$ cat src/rtl/pt_loader.sv
// Page table loader: copies NUM_ENTRIES 16-bit words from main memory into the paging unit.
// Optional Abort input is compiled in when PTL_ABORT_EN is defined.
module pt_loader #(
  parameter int NUM_ENTRIES = 64,
  parameter int IDX_W       = 6,
  parameter int DATA_W      = 16,
  parameter int ADDR_W      = 20
) (
  input  logic              Clk,
  input  logic              Rst,
  input  logic              Start,
`ifdef PTL_ABORT_EN
  input  logic              Abort,
`endif
  input  logic [ADDR_W-1:0] Base,
  output logic              Busy,
  output logic              Done,
  output logic              MReq,
  output logic [ADDR_W-1:0] MAddr,
  input  logic              MAck,
  input  logic [DATA_W-1:0] MData,
  output logic              WE,
  output logic [IDX_W-1:0]  WPTI,
  output logic [DATA_W-1:0] WPTE
);

  localparam logic [IDX_W-1:0] LAST_IDX = IDX_W'(NUM_ENTRIES - 1);

  typedef enum logic [1:0] {IDLE, FETCH, WRITE, DONE} state_t;

  state_t              state, state_next;
  logic [ADDR_W-1:0]   base_q;
  logic [IDX_W-1:0]    index;
  logic [DATA_W-1:0]   data_q;
  logic [ADDR_W-1:0]   fetch_addr;
  logic                abort_req;

`ifdef PTL_ABORT_EN
  assign abort_req = Abort;
`else
  assign abort_req = 1'b0;
`endif

  // Entries are 2-byte words; the sum truncates to ADDR_W so the address wraps silently.
  assign fetch_addr = base_q + ADDR_W'({index, 1'b0});

  // NOTE: sequential state uses non-blocking assignments so every flop samples pre-edge values.
  always_ff @(posedge Clk or negedge Rst) begin
    if (!Rst) state <= IDLE;
    else      state <= state_next;
  end

  // NOTE: every output of this block gets a default first, so no path can infer a latch.
  always_comb begin
    state_next = state;
    Busy       = 1'b1;
    Done       = 1'b0;
    MReq       = 1'b0;
    WE         = 1'b0;
    MAddr      = '0;
    case (state)
      IDLE: begin
        Busy = 1'b0;
        if (Start) state_next = FETCH;
      end
      FETCH: begin
        MReq  = 1'b1;
        MAddr = fetch_addr;
        if (abort_req) state_next = IDLE;
        else if (MAck) state_next = WRITE;
      end
      WRITE: begin
        WE = 1'b1;
        if (abort_req)              state_next = IDLE;
        else if (index == LAST_IDX) state_next = DONE;
        else                        state_next = FETCH;
      end
      DONE: begin
        Done       = 1'b1;
        state_next = IDLE;
      end
      default: state_next = IDLE;
    endcase
  end

  always_ff @(posedge Clk or negedge Rst) begin
    if (!Rst) begin
      base_q <= '0;
      index  <= '0;
      data_q <= '0;
    end else begin
      case (state)
        IDLE: if (Start) begin
          base_q <= Base;
          index  <= '0;
        end
        FETCH: if (MAck && !abort_req) data_q <= MData;
        WRITE: if (index != LAST_IDX) index <= index + 1'b1;
        default: ;
      endcase
    end
  end

  assign WPTI = index;
  assign WPTE = data_q;

endmodule

$ cat config.mk
export PLATFORM = sky130hd
export DESIGN_NAME = pt_loader
export DESIGN_NICKNAME = d
export VERILOG_FILES = /design/src/rtl/pt_loader.sv
export SDC_FILE = /design/constraint.sdc
export NUM_CORES = 1
export LEC_CHECK = 0
export BUFFER_PORTS_ARGS = -buffer_cell sky130_fd_sc_hd__buf_4
export CAP_MARGIN = 20
export CORE_MARGIN = 2
export CORE_UTILIZATION = 50
export CTS_CLUSTER_SIZE = 12
export DETAILED_ROUTE_END_ITERATION = 8
export PLACE_DENSITY = 0.81
export SLEW_MARGIN = 20
export SYNTH_ARGS = -nofsm -noshare
export SYNTH_HDL_FRONTEND = slang
export SYNTH_SLANG_ARGS = --single-unit
$ cat constraint.sdc
create_clock -name Clk -period 3.21 [get_ports Clk]
set_clock_uncertainty 0.1 [all_clocks]
set_input_delay 0.642 -clock Clk [delete_from_list [all_inputs] [get_ports Clk]]
set_output_delay 0.642 -clock Clk [all_outputs]
set_load 0.02 [all_outputs]
==> results.md <==
- Largest net degree at the start of global routing: 45
- Clk sink count: 44
- CP endpoint kind: primary output
- Num rows: 25
- H-tree lvl count: 2
- Average routed wire per standard cell: around 14 µm
- Post-route clock period utilization: 97.2%
- Pre-antenna DRT Iters: 4
- Combinational Power Share: approximately 53%
- Total grt overflow: 0
- All-Layer GR Usage: between 20% and 30%
- Vias per cell: 5.29
- Count leader, synth: nand2_1
- Required time of the critical path: ~2500 ps
- Nets: between 300 and 400
- Met2 Wirelength: around 2.9 mm
- Prevailing post-synth register cell: dfrtp_1
- FF-to-FF End: WPTE[14]$_DFFE_PN0P_
- Synth top area share: roughly 45%
- PortBufs: 85
- Synth top cells by count: nand2_1 (71), dfrtp_1 (44), mux2_2 (16)
- Worst R2R Start: state[1]$_DFFE_PN0P_
- Max-cap violations: 0
- Hold WC Path Type: in2async
- Area of the mapped netlist: around 2400 µm²
- Post-CTS Hold Fix Bufs: 0
- Crit path time final: around 3100 ps
- Initial core utilization: between 50% and 60%
- Critical Path Fanout Max: 6
- Met1 WL: 2.53 mm
- Clock transition at path regs: 90 ps
- Switching pwr: roughly 1.3 mW
- Synth Area per Inst: around 9.5 µm²
- Share of post-route cells with drive strength above 1: just under 40%
- Pwr dens: 903 nW/µm²
- Initial antenna violation count: 0
- Cell Area, Placed: 3140 µm²
- DR WL met3: 402 µm
- Placed cell count: around 400
- Status: completed
- #FFs+latches synth: 44
- Die ar.: 5470 µm²
- CTS tree: yes
- Ports: 86
- Reg2reg setup slack: between 1000 and 1500 ps
- Final Cell Area: between 3000 and 4000 µm²
- DP Worst Slack: ~260 ps
- Synth Net Count: around 310
- Fin Setup TNS: 0 ps
- Die width: roughly 74 µm
- Mapped Cells: 257
- Post-route ant nets: 0
- Clock Latency Late Sink: just under 300 ps
- Peak VDD IR: approximately 560 µV
- Post-synth ARST share: 100%
- Root Buffer: clkbuf_8
- Highest metal used: met4
- DRC: 0
- Switch share: 42.6%
- EDFF count, synth: 0
- WL final: roughly 5.9 mm
- GPL Wtd Cong: ~0.84
- Starting DRT DRC Count: 182
- Part of the power in registers: approximately 33%
- Die H: 73.9 µm
- Synth area leaders: dfrtp_1 (45%), nand2_1 (11%), mux2_2 (7.4%)
- Yosys warnings: 0
- Yosys cell types: 45
- Ant diodes: 0
- Fin worst setup slack: ~90 ps
- Global-route wire length before repair: 9.35 mm
- Number of buffers on the longest clock path: 2
- Max Slew Vio Count: 0
- Via count: roughly 2200
- Crit Path Class: reg2out
- Clock group share of total power: between 10% and 20%
- Startpoint Class: flip-flop
- Core box area: roughly 4700 µm²
- Internal Power: approximately 1.7 mW
- Power Total: between 3 and 4 mW
- Worst-margin pin slew: ~900 ps
- Utilization after layout: a little over two thirds
- Reg2Reg Depth: 4
- P_leak: 1.62 nW
- Fmax: approximately 320 MHz
- Area grow syn2layout: 36.7%
- Final setup viols: 0
- Final Hold Fails: 0
- DP HPWL: ~4.2 mm
- Slew HR: roughly two fifths
- Hold WS: 224 ps
- Seq/Total Area, Yosys: a little under half
- CTS Buf Count: 5
- Synth area leader: dfrtp_1
- Layout Cells excl Fill: just over 400
- Vias in the first global route: 2050
- CP arrival: between 2000 and 2500 ps
timing repair:
action,in CTS,in global routing
resized for setup,4,8
setup buffers,2,2
gates cloned,1,0
pin swaps,1,3
setup endpoints to repair,6,10
worst max-delay path, cell delays in order, from the launching register on:
cell      delay (ps)
dfrtp_2          430
ha_4             170
fa_2             370
a21o_1           200
a221oi_2         280
buf_4            210
o311ai_1         110
o41ai_1          100
buf_4            210
power groups by stage:
stage	sequential, mW	clock, mW	combinational [mW]
2_1_floorplan	1.10	0	0.850
3_5_place_dp	1.01	0	1.55
3_3_place_gp	0.990	0	1.52
6_report	1.01	0.422	1.59
5_1_grt	1.04	0.455	1.74
4_1_cts	0.995	0.435	1.57
layout make-up:
class	instances	area, µm²
fillers	373	1380
multi-input cells	194	1320
flip-flops and latches	44	1100
repair buffers	93	698
well taps	67	83.8
clock buffers	5	68.8
clock inverters	3	42.5
inverters	7	26.3
layout by cell type (no fill, tap or decap), drive strengths merged, types with 2 or more instances in the layout:
cell type,netlist,layout
a2111oi,2,2
a211oi,4,4
a21o,3,3
a21oi,7,7
and2,6,6
and3,3,3
and4,2,2
buf,4,93
clkbuf,8,5
dfrtp,44,44
ha,7,7
inv,7,7
mux2,16,16
mux2i,9,9
nand2,72,72
nand2b,10,10
nand3,8,8
nor2,7,7
nor3,2,2
nor4,2,2
o211ai,2,2
o21ai,6,6
o311ai,2,2
o31ai,3,3
o41ai,2,2
or4,4,4
xnor2,4,4
cell families (layout without fill, tap and decap cells):
group	count (synthesis)	in the layout	synth area share, %
DFF	44	44	45.0
muxes	25	25	11.0
AOI/OAI and AO/OA	37	37	11.4
xor gates and xnor gates	5	5	1.79
and+or+nand+nor	119	119	23.0
buffers and inverters	19	108	3.38
adders and majority gates	8	8	4.40
worst max path at each step:
stage          slack [ps]           startpoint         to
2_1_floorplan         240  WPTI[0]$_DFFE_PN0P_  MAddr[19]
3_3_place_gp          330  WPTI[0]$_DFFE_PN0P_  MAddr[17]
3_5_place_dp          260  WPTI[0]$_DFFE_PN0P_  MAddr[15]
4_1_cts                10  WPTI[5]$_DFFE_PN0P_  MAddr[13]
5_1_grt              -0.2  WPTI[0]$_DFFE_PN0P_  MAddr[15]
6_report               90  WPTI[0]$_DFFE_PN0P_  MAddr[15]
flip-flops by register name, summed over array words and instances, names as in the netlist:
name    cells
base_q     20
WPTE       16
WPTI        6
state       2
routing by layer:
metal  track usage [%]  vias up
li1                  -     1062
met1              30.0     1041
met2              36.9       75
met3              4.74        5
met4              5.45        0
met5                 0        -
Note: power is estimated with default switching activity, not from simulation.
